`src/rtl/washer_plant.sv`:
```
// Washing-machine plant model: water level, laundry moisture and wash timing driven by controller commands.
// Optional WASHER_PLANT_LEAK_EN adds a `leak` input that drains one level unit per cycle outside HALT.
module washer_plant #(
  parameter int LEVEL_MAX  = 15,
  parameter int FILL_STEP  = 1,
  parameter int DRAIN_STEP = 1,
  parameter int MOIST_MAX  = 12,
  parameter int SPIN_STEP  = 1
) (
  input  logic                             clk,
  input  logic                             rst,
  input  logic                             water_fill,
  input  logic                             motor_wash,
  input  logic                             motor_spin,
  input  logic                             drain,
  input  logic                             fault,
`ifdef WASHER_PLANT_LEAK_EN
  input  logic                             leak,
`endif
  output logic                             water_full,
  output logic                             drained,
  output logic                             dry_sensor,
  output logic [$clog2(LEVEL_MAX+1)-1:0]   level,
  output logic [2:0]                       mode,
  output logic                             cmd_err,
  output logic [15:0]                      wash_cycles
);

  localparam int LW = $clog2(LEVEL_MAX + 1);
  localparam int MW = $clog2(MOIST_MAX + 1);

  typedef enum logic [2:0] {
    IDLE  = 3'd0,
    FILL  = 3'd1,
    WASH  = 3'd2,
    DRAIN = 3'd3,
    SPIN  = 3'd4,
    HALT  = 3'd5
  } mode_e;

  mode_e          mode_q, mode_d;
  logic [LW-1:0]  level_q, level_d;
  logic [MW-1:0]  moist_q, moist_d;
  logic           err_q, err_d;
  logic [15:0]    wash_q, wash_d;
  logic [2:0]     n_cmd;
  logic           illegal;
  int             lvl;

  // The datapath acts on the decoded next mode so a command takes effect on the same edge it is registered.
  always_comb begin
    n_cmd   = 3'(water_fill) + 3'(motor_wash) + 3'(motor_spin) + 3'(drain);
    illegal = (water_fill & drain) | (motor_wash & motor_spin) | (n_cmd > 3'd2);
    mode_d  = IDLE;
    if (fault) begin
      mode_d = HALT;
    end else if (mode_q == HALT && n_cmd != 3'd0) begin
      mode_d = HALT;
    end else if (!illegal && n_cmd == 3'd1) begin
      if (water_fill)      mode_d = FILL;
      else if (drain)      mode_d = DRAIN;
      else if (motor_wash) mode_d = WASH;
      else                 mode_d = SPIN;
    end
  end

  always_comb begin
    // NOTE: every combinational output gets a default first so no path leaves it unassigned (no latches).
    level_d = level_q;
    moist_d = moist_q;
    err_d   = err_q;
    wash_d  = wash_q;
    lvl     = int'(level_q);
    if (mode_d != HALT) begin
      err_d = err_q | illegal;
      case (mode_d)
        FILL:  lvl = (lvl + FILL_STEP > LEVEL_MAX) ? LEVEL_MAX : lvl + FILL_STEP;
        DRAIN: lvl = (lvl < DRAIN_STEP) ? 0 : lvl - DRAIN_STEP;
        WASH: begin
          if (level_q == '0) err_d = 1'b1;
          if (wash_q != 16'hFFFF) wash_d = wash_q + 16'd1;
        end
        SPIN: begin
          if (level_q != '0) err_d = 1'b1;
          else moist_d = (int'(moist_q) < SPIN_STEP) ? '0 : moist_q - MW'(SPIN_STEP);
        end
        default: ;
      endcase
`ifdef WASHER_PLANT_LEAK_EN
      if (leak && lvl > 0) lvl = lvl - 1;
`endif
      level_d = LW'(lvl);
      // Any standing water re-soaks the laundry.
      if (level_q != '0) moist_d = MW'(MOIST_MAX);
    end
  end

  always_ff @(posedge clk or posedge rst) begin
    if (rst) begin
      mode_q  <= IDLE;
      level_q <= '0;
      moist_q <= '0;
      err_q   <= 1'b0;
      wash_q  <= 16'd0;
    end else begin
      mode_q  <= mode_d;
      level_q <= level_d;
      moist_q <= moist_d;
      err_q   <= err_d;
      wash_q  <= wash_d;
    end
  end

  assign water_full  = (level_q == LW'(LEVEL_MAX));
  assign drained     = (level_q == '0);
  assign dry_sensor  = (moist_q == '0);
  assign level       = level_q;
  assign mode        = mode_q;
  assign cmd_err     = err_q;
  assign wash_cycles = wash_q;

endmodule

```
`config.mk`:
```
export PLATFORM = sky130hd
export DESIGN_NAME = washer_plant
export DESIGN_NICKNAME = d
export VERILOG_FILES = /design/src/rtl/washer_plant.sv
export SDC_FILE = /design/constraint.sdc
export NUM_CORES = 1
export LEC_CHECK = 0
export BUFFER_PORTS_ARGS = -buffer_cell sky130_fd_sc_hd__buf_4
export CAP_MARGIN = 20
export CORE_UTILIZATION = 38
export CTS_CLUSTER_DIAMETER = 120
export DETAILED_ROUTE_END_ITERATION = 6
export SETUP_SLACK_MARGIN = 0.1
export SYNTH_ARGS = -nofsm -noshare
export SYNTH_HDL_FRONTEND = slang
export SYNTH_SLANG_ARGS = --single-unit
```
`constraint.sdc`:
```
create_clock -name clk -period 3.7 [get_ports clk]
set_clock_uncertainty 0.1 [all_clocks]
set_input_delay 0.925 -clock clk [delete_from_list [all_inputs] [get_ports clk]]
set_output_delay 0.925 -clock clk [all_outputs]
set_load 0.05 [all_outputs]
```
==> flow_summary.yaml <==
placement:
  dp_hpwl_um: 2790
  placed_area_um2: 2140
  gp_congestion: 0.899
  io_buffers: 33
  dp.cells: 260
floorplanning:
  core-area_um2: 4140
  die_w_um: 68.6
  die_area_um2: 4710
  fp.dieH_um: 68.6
  num_io_pins: 34
  row_count: 23
  start_util_pct: 40.7
critical_path:
  path_class: "input pin to flip-flop"
  critPathRequiredTime_ns: 3.77
  end_kind: "flip-flop"
  startpoint_type: "input pin"
  critPathMaxFanout: 15
  cp.arrival_ns: 3.60
synth:
  ys_seq_area_share_pct: 41.5
  netlist_area_um2: 1690
  async_reset_ff_share_pct: 100
  synth_ff_type: "dfrtp_1"
  synth_cells: 166
  avgSynthCellArea_um2: 10.2
  synth-edff-count: 0
  post_synth_num_cell_types: 48
  synth_fp_nets: 184
  ys_ff_latch: 28
  yosys_warnings: 0
route:
  drc: 0
  vias: 1449
  first_iter_violations: 77
  viasPerCell: 5.39
  drt-wirelength-per-cell_um: 14.1
  totalWireLength_um: 3800
  firstDrtPassIters: 4
  ant_nets: 0
sta:
  worstMarginPinSlew_ns: 0.639
  relSlewSlack_pct: 57.4
  hold_viol: 0
  slew_violations: 0
  rsz0062_at_grt: "yes"
  fin_setup_tns_ns: 0
  clock.fmax_ghz: 0.283
  period_share_pct: 95.4
  setup_viol: 0
  hold_ws_ns: 0.368
  min_period_ns: 3.53
cts:
  cts.path.max_buffers: 2
  cts_max_level: 1
  numCtsBuffers: 3
  cts_tree: "built"
  clkTransAtPathRegs_ns: 0.10
  numClockSinks: 28
  clock_insertion_delay_worst_skew_ns: 0.27
  clock-root-buffer: "clkbuf_8"
pwr:
  leakagePower_nw: 1.08
  powerDensity_nw_per_um2: 498
  ir_drop_mv: 0.213
worst_hold_path:
  hold_class: "flip-flop to flip-flop"
cells_and_area:
  finish.utilization_pct: 56.3
  syn2layout_area_growth_pct: 38.4
  layout_common_cells: "buf_4, dfrtp_1, xnor2_1, nor2_1"
  postLayoutCellArea_um2: 2330
  fill_cells: 364
  final_common_cell: "buf_4"
  fin_cells: 269
  fin_nets: 238
  drive_gt1_share_pct: 37.0
  antennaDiodeCount: 0
flow_run:
  max_cap_violations: 0
grt:
  antenna_found_initial: 0
  overflow: 0
  grt_pass1_wl_um: 6210
  grt_pass1_vias: 1304
  grt_max_degree: 29
  grt_usage_pct: 17.4
outcome:
  status: "complete, no violations"
==> stage by stage <==
stage	total power, mW	setup slack (ns)
2_1_floorplan	0.756	-0.149
3_3_place_gp	0.882	-0.122
3_5_place_dp	0.899	-0.180
4_1_cts	1.15	0.111
5_1_grt	1.24	0.0646
6_report	1.16	0.169
==> where the power goes <==
| group | switching (mW) | internal (mW) | total [mW] |
|---|---|---|---|
| registers | 0.0571 | 0.344 | 0.402 |
| logic | 0.310 | 0.206 | 0.517 |
| clock network | 0.0997 | 0.145 | 0.245 |
| total | 0.467 | 0.696 | 1.16 |
==> path summary, 6_finish.rpt <==
path / startpoint / slack [ns] / end / cells past startpoint
max: water_fill / 0.17 / wash_cycles[1] / 12
min: cmd_err / 0.37 / cmd_err / 1
max reg2reg: level[0] / 1.41 / cmd_err / 8
min reg2reg: cmd_err / 0.37 / cmd_err / 1
max in group asynchronous: rst / 2.36 / mode[0] / 3
min in group asynchronous: rst / 0.63 / moist_q[1] / 2
==> layout make-up <==
class	count	area, um^2	area share, %
clock buffers	3	41.3	1.77
multi-input cells	119	1000	42.9
flip-flops and latches	28	701	30.0
clock inverters	1	30.0	1.29
well taps	50	62.6	2.68
repair buffers	53	438	18.8
inverters	15	58.8	2.52
==> cell families (layout without fill, tap and decap cells) <==
group	count (synthesis)	after routing	synth area share [%]
AND/OR/NAND/NOR	61	61	20.9
AO/OA/AOI/OAI	29	29	14.0
flip-flops	28	28	41.5
buffers and inverters	19	72	5.19
XOR/XNOR	14	14	7.27
adder cells (fa/ha/maj)	11	11	8.61
multiplexers	4	4	2.45
==> critical path: stages <==
cell and delay, ns:
buf_6 0.07, inv_2 0.03, fa_1 0.55, inv_2 0.05, ha_4 0.16, inv_2 0.06, ha_4 0.20, nand4bb_4 0.23
or4b_4 0.56, a311oi_4 0.26, buf_12 0.18, mux2_2 0.33
==> sequential cells by signal (all words and copies together) (netlist names) <==
signal       flops
cmd_err          1
mode             3
level            4
moist_q          4
wash_cycles     16
==> routing by layer <==
layer / routed length [um] / track usage [%]
met5: 0 / 0
met4: 21 / 3.13
met3: 114 / 2.80
met2: 2000 / 31.3
met1: 1660 / 21.8
==> timing repair <==
action | in CTS | in global routing
endpoints found under the setup margin | 0 | 18
resized for setup | 0 | 13
hold buffers | 0 | 0
setup buffers | 0 | 4
==> synth_stat cells (2+ instances only) <==
cell | number | area, um^2
dfrtp_1 | 28 | 701
inv_1 | 15 | 56.3
xnor2_1 | 13 | 114
nor2_1 | 11 | 41.3
ha_1 | 10 | 125
nand2_1 | 10 | 37.5
nand4_1 | 9 | 56.3
nand3_1 | 7 | 35.0
o21ai_0 | 7 | 35.0
and3_1 | 4 | 25.0
a21o_1 | 3 | 22.5
and2_1 | 3 | 18.8
mux2i_1 | 3 | 30.0
a2111oi_0 | 2 | 17.5
a21oi_1 | 2 | 10.0
and4_1 | 2 | 17.5
buf_6 | 2 | 22.5
nor3_1 | 2 | 10.0
nor3b_1 | 2 | 15.0
nor4b_1 | 2 | 17.5
or3_1 | 2 | 12.5
(Power assumes the default switching activity.)
